--- src/rtl/fp_addsub_seq.sv ---
// Multi-cycle floating-point add/subtract with one-bit-per-cycle alignment and normalisation.
// Truncating, no denormals; the result is held in OUT until the sink accepts it.
module fp_addsub_seq #(
  parameter int EXP_W = 8,
  parameter int MAN_W = 23
) (
  input  logic                 clk,
  input  logic                 rst,
  input  logic                 in_valid,
  output logic                 in_ready,
  input  logic                 op_sub,
  input  logic [EXP_W+MAN_W:0] a,
  input  logic [EXP_W+MAN_W:0] b,
  output logic                 out_valid,
  input  logic                 out_ready,
  output logic [EXP_W+MAN_W:0] result,
  output logic                 ovf,
  output logic                 unf
);
  typedef enum logic [2:0] {S_IDLE, S_ALIGN, S_ADD, S_CARRY, S_NORM, S_OUT} state_t;

  localparam logic [EXP_W-1:0] EXP_ONES  = '1;
  localparam logic [EXP_W-1:0] EXP_ONE   = EXP_W'(1);
  localparam logic [31:0]      EARLY_GAP = 32'(MAN_W + 1);

  state_t               state_q;
  logic                 sa_q, sb_q, sign_q;
  logic [EXP_W-1:0]     ea_q, eb_q, exp_q;
  logic [MAN_W:0]       ma_q, mb_q;
  logic [MAN_W+1:0]     sum_q;
  logic [EXP_W+MAN_W:0] result_q;
  logic                 ovf_q, unf_q, in_ready_q, out_valid_q;

  logic [EXP_W-1:0] a_exp, b_exp;
  logic [MAN_W:0]   a_man, b_man;
  logic             b_sign_eff, a_special, b_special;

  assign a_exp      = a[MAN_W +: EXP_W];
  assign b_exp      = b[MAN_W +: EXP_W];
  assign a_man      = (a_exp == '0) ? '0 : {1'b1, a[MAN_W-1:0]};
  assign b_man      = (b_exp == '0) ? '0 : {1'b1, b[MAN_W-1:0]};
  assign b_sign_eff = b[EXP_W+MAN_W] ^ op_sub;
  assign a_special  = (a_exp == EXP_ONES);
  assign b_special  = (b_exp == EXP_ONES);

  logic             a_bigger_exp;
  logic [EXP_W-1:0] gap;
  logic [31:0]      gap_w;

  assign a_bigger_exp = ea_q > eb_q;
  assign gap          = a_bigger_exp ? (ea_q - eb_q) : (eb_q - ea_q);
  assign gap_w        = 32'(gap);

  // Signed-magnitude add of the aligned mantissas; exact cancellation yields +0.
  logic [MAN_W+1:0] ma_ext, mb_ext, sum_d;
  logic             sign_d;
  logic [EXP_W-1:0] exp_inc_d;

  assign ma_ext    = {1'b0, ma_q};
  assign mb_ext    = {1'b0, mb_q};
  assign exp_inc_d = exp_q + EXP_ONE;

  always_comb begin
    sum_d  = ma_ext + mb_ext;
    sign_d = sa_q;
    if (sa_q != sb_q) begin
      if (ma_q == mb_q) begin
        sum_d  = '0;
        sign_d = 1'b0;
      end else if (ma_q > mb_q) begin
        sum_d  = ma_ext - mb_ext;
        sign_d = sa_q;
      end else begin
        sum_d  = mb_ext - ma_ext;
        sign_d = sb_q;
      end
    end
  end

  always_ff @(posedge clk or posedge rst) begin
    if (rst) begin
      state_q     <= S_IDLE;
      sa_q        <= 1'b0;
      sb_q        <= 1'b0;
      sign_q      <= 1'b0;
      ea_q        <= '0;
      eb_q        <= '0;
      exp_q       <= '0;
      ma_q        <= '0;
      mb_q        <= '0;
      sum_q       <= '0;
      result_q    <= '0;
      ovf_q       <= 1'b0;
      unf_q       <= 1'b0;
      in_ready_q  <= 1'b1;
      out_valid_q <= 1'b0;
    end else begin
      case (state_q)
        S_IDLE: begin
          if (in_valid) begin
            sa_q       <= a[EXP_W+MAN_W];
            sb_q       <= b_sign_eff;
            ea_q       <= a_exp;
            eb_q       <= b_exp;
            ma_q       <= a_man;
            mb_q       <= b_man;
            ovf_q      <= 1'b0;
            unf_q      <= 1'b0;
            in_ready_q <= 1'b0;
            if (a_special || b_special) begin
              result_q    <= {(a_special ? a[EXP_W+MAN_W] : b_sign_eff), EXP_ONES, {MAN_W{1'b0}}};
              ovf_q       <= 1'b1;
              out_valid_q <= 1'b1;
              state_q     <= S_OUT;
            end else begin
              state_q <= S_ALIGN;
            end
          end
        end
        S_ALIGN: begin
          if (ea_q == eb_q) begin
            state_q <= S_ADD;
          end else if (gap_w > EARLY_GAP) begin
            // Smaller operand would shift out entirely: drop it in one step.
            if (a_bigger_exp) begin
              mb_q <= '0;
              eb_q <= ea_q;
            end else begin
              ma_q <= '0;
              ea_q <= eb_q;
            end
          end else if (a_bigger_exp) begin
            mb_q <= mb_q >> 1;
            eb_q <= eb_q + EXP_ONE;
          end else begin
            ma_q <= ma_q >> 1;
            ea_q <= ea_q + EXP_ONE;
          end
        end
        S_ADD: begin
          sum_q   <= sum_d;
          sign_q  <= sign_d;
          exp_q   <= ea_q;
          state_q <= sum_d[MAN_W+1] ? S_CARRY : S_NORM;
        end
        S_CARRY: begin
          sum_q <= sum_q >> 1;
          exp_q <= exp_inc_d;
          if (exp_inc_d == EXP_ONES) begin
            result_q    <= {sign_q, EXP_ONES, {MAN_W{1'b0}}};
            ovf_q       <= 1'b1;
            out_valid_q <= 1'b1;
            state_q     <= S_OUT;
          end else begin
            state_q <= S_NORM;
          end
        end
        S_NORM: begin
          if (sum_q == '0) begin
            result_q    <= '0;
            out_valid_q <= 1'b1;
            state_q     <= S_OUT;
          end else if (sum_q[MAN_W]) begin
            result_q    <= {sign_q, exp_q, sum_q[MAN_W-1:0]};
            out_valid_q <= 1'b1;
            state_q     <= S_OUT;
          end else if (exp_q == EXP_ONE) begin
            result_q    <= '0;
            unf_q       <= 1'b1;
            out_valid_q <= 1'b1;
            state_q     <= S_OUT;
          end else begin
            sum_q <= sum_q << 1;
            exp_q <= exp_q - EXP_ONE;
          end
        end
        S_OUT: begin
          if (out_ready) begin
            out_valid_q <= 1'b0;
            in_ready_q  <= 1'b1;
            state_q     <= S_IDLE;
          end
        end
        default: begin
          out_valid_q <= 1'b0;
          in_ready_q  <= 1'b1;
          state_q     <= S_IDLE;
        end
      endcase
    end
  end

  assign in_ready  = in_ready_q;
  assign out_valid = out_valid_q;
  assign result    = result_q;
  assign ovf       = ovf_q;
  assign unf       = unf_q;
endmodule

--- config.mk ---
export PLATFORM = sky130hd
export DESIGN_NAME = fp_addsub_seq
export DESIGN_NICKNAME = d
export VERILOG_FILES = /design/src/rtl/fp_addsub_seq.sv
export SDC_FILE = /design/constraint.sdc
export NUM_CORES = 1
export LEC_CHECK = 0
export CAP_MARGIN = 15
export CORE_MARGIN = 2
export CORE_UTILIZATION = 60
export CTS_CLUSTER_DIAMETER = 30
export DETAILED_ROUTE_END_ITERATION = 8
export PLACE_DENSITY = 0.83
export SLEW_MARGIN = 10
export SYNTH_ARGS = -nofsm -noshare
export SYNTH_HDL_FRONTEND = slang
export SYNTH_SLANG_ARGS = --single-unit
--- constraint.sdc ---
create_clock -name clk -period 5.9 [get_ports clk]
set_input_delay 1.18 -clock clk [delete_from_list [all_inputs] [get_ports clk]]
set_output_delay 1.18 -clock clk [all_outputs]
set_load 0.02 [all_outputs]
==> impl_metrics.tcl <==
set metrics [dict create \
    status "finished, final reports clean" \
    nets 1642 \
    synth_seq_area_share_pct 29.6 \
    rows 51 \
    rsz0062_at_grt "no" \
    die_w_um 144 \
    netlist.area_leader.share_pct 29.4 \
    cts_resized 0 \
    path_cells "inv_1 -> ha_1 -> a21oi_1 -> a21oi_1 -> o21ai_4 -> mux2_2 -> a311oi_2 -> or2_1 -> o21a_1 -> o31ai_1 -> a22o_1" \
    hpwl_um 27000 \
    start_util_pct 60.7 \
    slew_violations 0 \
    place_inst 1721 \
    utilization_pct 70.0 \
    synth_ff_type "dfrtp_1" \
    critPathMaxFanout 23 \
    hold_class "reg -> reg" \
    clock_latency_ps 450 \
    yosys.area.top_type "dfrtp_1" \
    die_area_sq_mm 0.0207 \
    worst_ep_required_time_ps 6230 \
    tritoncts "built" \
    dr.pass1.iters 6 \
    grt_max_degree 94 \
    grt_usage_pct 35.8 \
    clk_path_buf_depth 2 \
    drt_wl_total_um 36800 \
    cpPeakStageDelay_ps 600 \
    syn_area_sq_mm 0.0117 \
    regArea_sq_mm 0.00348 \
    fillCellCount 1585 \
    detail_route.iter0.violations 1398 \
    die_h_um 144 \
    layout_min_cycle_time_ps 4620 \
    postCtsHoldBufs 0 \
    grt_pass1_wl_um 58000 \
    worstPathArrival_ps 4940 \
    synthMostInstantiatedCell "dfrtp_1" \
    criticalPathCategory "reg -> reg" \
    gp_congestion 0.954 \
    wl_per_cell_um 21.0 \
    netlist_instances 1430 \
    setup_viol 0 \
    antenna_found_initial 0 \
    drv_cap 0 \
    portBuffers 104 \
    ant_nets 0 \
    antenna_cells 0 \
    overflow 0 \
    core_area_sq_mm 0.0193 \
    vias 11800 \
    worstSetupStartpointType "register" \
    clock_sinks 139 \
    ctsHtreeMaxLevel 4 \
    syn_area_per_cell_sq_um 8.21 \
    fin_crit_sh_pct 78.2 \
    ys_ff_latch 139 \
    path_clk_slew_ps 60 \
    avgViaCountPerCell 6.75 \
    end_kind "register" \
    synth_cell_types 85 \
    max_freq_ghz 0.217 \
    pin_count 105 \
    cp_slowest_cell "o21ai_4" \
    fin_cells 1752 \
    cts_buffers 17 \
    slew-limit-headroom_pct 25.7 \
    postSynthNetCount 1597 \
    path_common_cell "a21oi_1" \
    hold_violations 0 \
    cts_setup_buffers 0 \
    yosys-top-cells-count "dfrtp_1 (138), a21oi_1 (132), nand2_1 (125), nor2_1 (99), inv_1 (97)" \
    grt_pass1_vias 10600 \
    syn2layout_area_growth_pct 15.3 \
    drive_above_1_share_pct 5.58 \
    synthTopCellsByArea "dfrtp_1 (29%), ha_1 (9.9%), a21oi_1 (5.6%)" \
    synthArstFlopShare_pct 100 \
    synth_edf_count 0 \
    cts-root-buf "clkbuf_16" \
    yosys_warnings 0 \
    tightest_slew_ps 1110 \
    skew_ps 24.3 \
    drcViolationCount 0 \
    multi_input_area_sq_mm 0.00750 \
    finalSetupTns_ps 0 \
]
[registers in the layout, indices dropped and copies added (netlist names), 3 cells and up]
register and count:
result 32, sum_q 25, ma_q 24, mb_q 24, ea_q 8, eb_q 8, exp_q 8, state_q 3
[critical path, delay by kind of cell, from the launching register on]
kind	cells	cell delay, ps
flops	1	470
mux	1	420
simple gates	1	570
compound gates	7	2390
buf+inv	1	170
fa+ha+maj	1	460
[cell families after synthesis]
group	share of synthesized area, %
flip-flops	29.6
XOR/XNOR	1.87
adder cells (fa/ha/maj)	10.8
multiplexers	2.77
AO/OA/AOI/OAI	31.3
buffers and inverters	6.67
AND/OR/NAND/NOR	16.9
[metal layers]
layer	track usage, %	share of wire, %
met1	53.5	45
met4	8.77	2.1
met2	53.3	43
met3	6.60	9.6
met5	0	0
[cells in the final DEF (no fill, tap or decap), types with 17 or more instances in the layout]
cell type,n
dfrtp_1,138
a21oi_1,130
nand2_1,125
clkdlybuf4s50_1,104
nor2_1,98
inv_1,96
ha_1,93
o21ai_0,87
nand3_1,60
a221oi_1,41
a22oi_1,31
a22o_1,26
a21o_1,23
mux2i_1,22
a31oi_1,22
nor3_1,21
o21bai_1,18
o211ai_1,17
clkbuf_16,17
[path summary, 6_finish.rpt]
path                                         from                      to  slack (ps)  cells past startpoint
min reg2reg                result[30]$_DFFE_PP0P_  result[30]$_DFFE_PP0P_         490                      2
min                        result[30]$_DFFE_PP0P_  result[30]$_DFFE_PP0P_         490                      2
max in group asynchronous                     rst     ea_q[4]$_DFFE_PP0P_        3520                      3
max reg2reg                   ea_q[3]$_DFFE_PP0P_     eb_q[0]$_DFFE_PP0P_        1280                     11
max                           ea_q[3]$_DFFE_PP0P_     eb_q[0]$_DFFE_PP0P_        1280                     11
min in group asynchronous                     rst     eb_q[0]$_DFFE_PP0P_        1260                      2
[metrics by stage]
stage               hold WS, ps  cell area [sq um]  setup slack [ps]
global placement            452              12800              1500
global route                511              13500              1070
CTS                         489              13500              1410
floorplan                   442              11700               997
finish                      487              13500              1280
detailed placement          462              12800              1440
[final cells by class]
cell class / count / share of cell area (%)
timing repair buffer: 119 / 8.58
sequential: 139 / 25.7
clock buffer: 18 / 3.17
tap: 265 / 2.45
multi-input combinational: 1101 / 55.4
clock inverter: 13 / 1.94
inverter: 97 / 2.73
Power is left out: the tool's default activity adds up to more than one toggle a clock period on the data nets, which glitch-free logic cannot reach.
==> RTL change: new RTL, same flow settings <==
Put one more register stage on the output `ovf`. The value now appears one clock later. The other outputs are not delayed to match.
--- a/src/rtl/fp_addsub_seq.sv
+++ b/src/rtl/fp_addsub_seq.sv
@@ -194,5 +194,7 @@
   assign out_valid = out_valid_q;
   assign result    = result_q;
-  assign ovf       = ovf_q;
+  always_ff @(posedge clk) begin
+    ovf <= ovf_q;
+  end
   assign unf       = unf_q;
 endmodule
Check against the original RTL: not equivalent (Yosys sat finds a counterexample within 4 cycles, from zero or initial values and one cycle with rst high).
==> RTL change against the original RTL <==
  * Critical path depth is the same
  * Core utilization shrank 0.58 points
  * Sequential cell count rose by 1
  * Area after synthesis up 0.17%
  * Worst setup slack better by 170 ps
  * Design area shrank 0.83%
  * Routed wire length is 1.5% lower
  * Largest cell class unchanged
Power is not shown: default switching activity piles up to over one toggle a cycle in this logic, so the estimate is an artifact.
==> RTL change: results (changes against the original RTL) <==
Outcome -> finished, final reports clean
Fillers -> 1,609 (+1.5%)
Final nets -> 1,644 (+0.12%)
Clk_skew -> 16.28 ps (-8.004 ps)
Antenna diodes -> 0 (unchanged)
Largest net degree at the start of global routing -> 98 (+4.3%)
Post-Route WL -> 36,220 um (-1.5%)
FF-to-FF setup slack -> 1460 ps (+170 ps)
GR Util All Layers -> 35.30% (-0.47 points)
Clk_lat worst skew -> 440 ps
Synth async-reset ratio -> 99.29% (-0.71 points)
Vias in the first global route -> 10,508 (-0.70%)
Pre-CTS setup slack -> 1562 ps (+125.4 ps)
I/O Buffers -> 104 (unchanged)
Htree depth -> 4 (unchanged)
Worst Hold Path EP -> ovf
HPWL Detailed -> 27,050 um (+0.38%)
Iteration-0 DRC Markers -> 1,437 (+2.8%)
Largest stage delay, worst path -> 580 ps (-20 ps)
Largest cells by area after synthesis -> dfrtp_1, ha_1, a21oi_1, nand2_1, o21ai_0
ClkCell Share -> 4.185% (-0.93 points)
Layout cells sized above 1 -> 5.772% (+0.19 points)
FF-to-FF End -> eb_q[2]
Synth cell count leaders -> dfrtp_1, a21oi_1, nand2_1, nor2_1, inv_1
Largest register FFs -> 32 (unchanged)
Global-route track usage on met3 -> 5.993% (-0.60 points)
Fraction of area in non-clock buffers -> 8.677% (+0.10 points)
CTS Buf Count -> 17 (unchanged)
Met2 Usage GRT -> 51.58% (-1.8 points)
Hold Crit Class -> flop to flop
Inverters -> 97 (unchanged)
Buffers excl. clock -> 120 (+0.84%)
Yosys cell types -> 86 (+1.2%)
CP Max Fanout -> 23 (unchanged)
CTS clk-pin slew, worst paths -> 70 ps
Critical-path top delay cell -> o21ai_4
Arrival @ worst endpoint -> 4800 ps (-140 ps)
Met1 Use GR -> 54.17% (+0.68 points)
Post-CTS setup buffers -> 0 (unchanged)
Seq. cell area -> 3500 um2 (+0.58%)
Clock buffer cells -> 18 (unchanged)
Vias/cell -> 6.662 (-1.3%)
Final hold slack -> 385.8 ps (-101.6 ps)
Hold Path Origin -> ovf_q
Clock buffer depth -> 2 (unchanged)
TritonCTS Sinks -> 140 (+0.72%)
R2r worst-path depth -> 11 (unchanged)
Warning count from the yosys run -> 0 (unchanged)
First-pass GRT wire length -> 57,390 um (-1.0%)
Seq/Total Area, Yosys -> 29.77% (+0.12 points)
Slew @ Worst Pin -> 1171 ps (+55.71 ps)
Post-Syn Nets -> 1,598 (+0.063%)
Final setup violation count -> 0 (unchanged)
Main synth FF type -> dfrtp_1
WHS Path Cells -> 0 (-2)
GPL Wtd Cong -> 0.9692 (+1.6%)
DR pass1 iterations -> 8 (+2)
Post-CTS sizing -> 0 (unchanged)
CTS root buffer -> clkbuf_16
Fraction of area in multi-input gates -> 55.85% (+0.42 points)
-- RTL change: cell count changes after synthesis, sizes merged --
cell   unedited run  this run
dfxtp             0         1
-- RTL change: stage by stage --
stage / cell area, um2 / utilization, % / cells
floorplan: 11760 / - / 1431
global placement: 12850 / 66.47 / 1722
detailed placement: 12850 / 66.47 / 1722
CTS: 13410 / 69.37 / 1754
global route: 13420 / 69.43 / 1755
finish: 13420 / 69.43 / 1755
-- RTL change: routing by layer --
layer | part of all wire (%) | wire, um
met5 | 0 | 0
met2 | 43 | 15590
met1 | 46 | 16690
met3 | 9.2 | 3328
met4 | 1.7 | 606
-- RTL change: kinds of logic after synthesis --
family / share of synthesized area (%)
XOR/XNOR: 1.862
adder cells (fa/ha/maj): 10.75
flip-flops: 29.77
multiplexers: 2.767
buffers and inverters: 6.662
AND/OR/NAND/NOR: 16.91
AO/OA/AOI/OAI: 31.28
-- RTL change: worst max-delay path by stage --
stage	from	to	slack [ps]	cells after the start
after CTS	ea_q[3]	eb_q[0]	1550	11
after global placement	ea_q[3]	eb_q[0]	1650	11
after global routing	ea_q[3]	eb_q[0]	1130	12
after floorplan	rst	ea_q[0]	1000	1
final	ea_q[3]	eb_q[2]	1460	11
after detailed placement	ea_q[3]	eb_q[0]	1560	11
-- RTL change: worst max-delay path, delay by kind of cell, from the launching register on --
family,cells,cell delay (ps)
DFF,1,450
buffers and inverters,1,160
and+or+nand+nor,2,700
muxes,1,420
adders and majority gates,1,450
AOI/OAI and AO/OA,6,2160
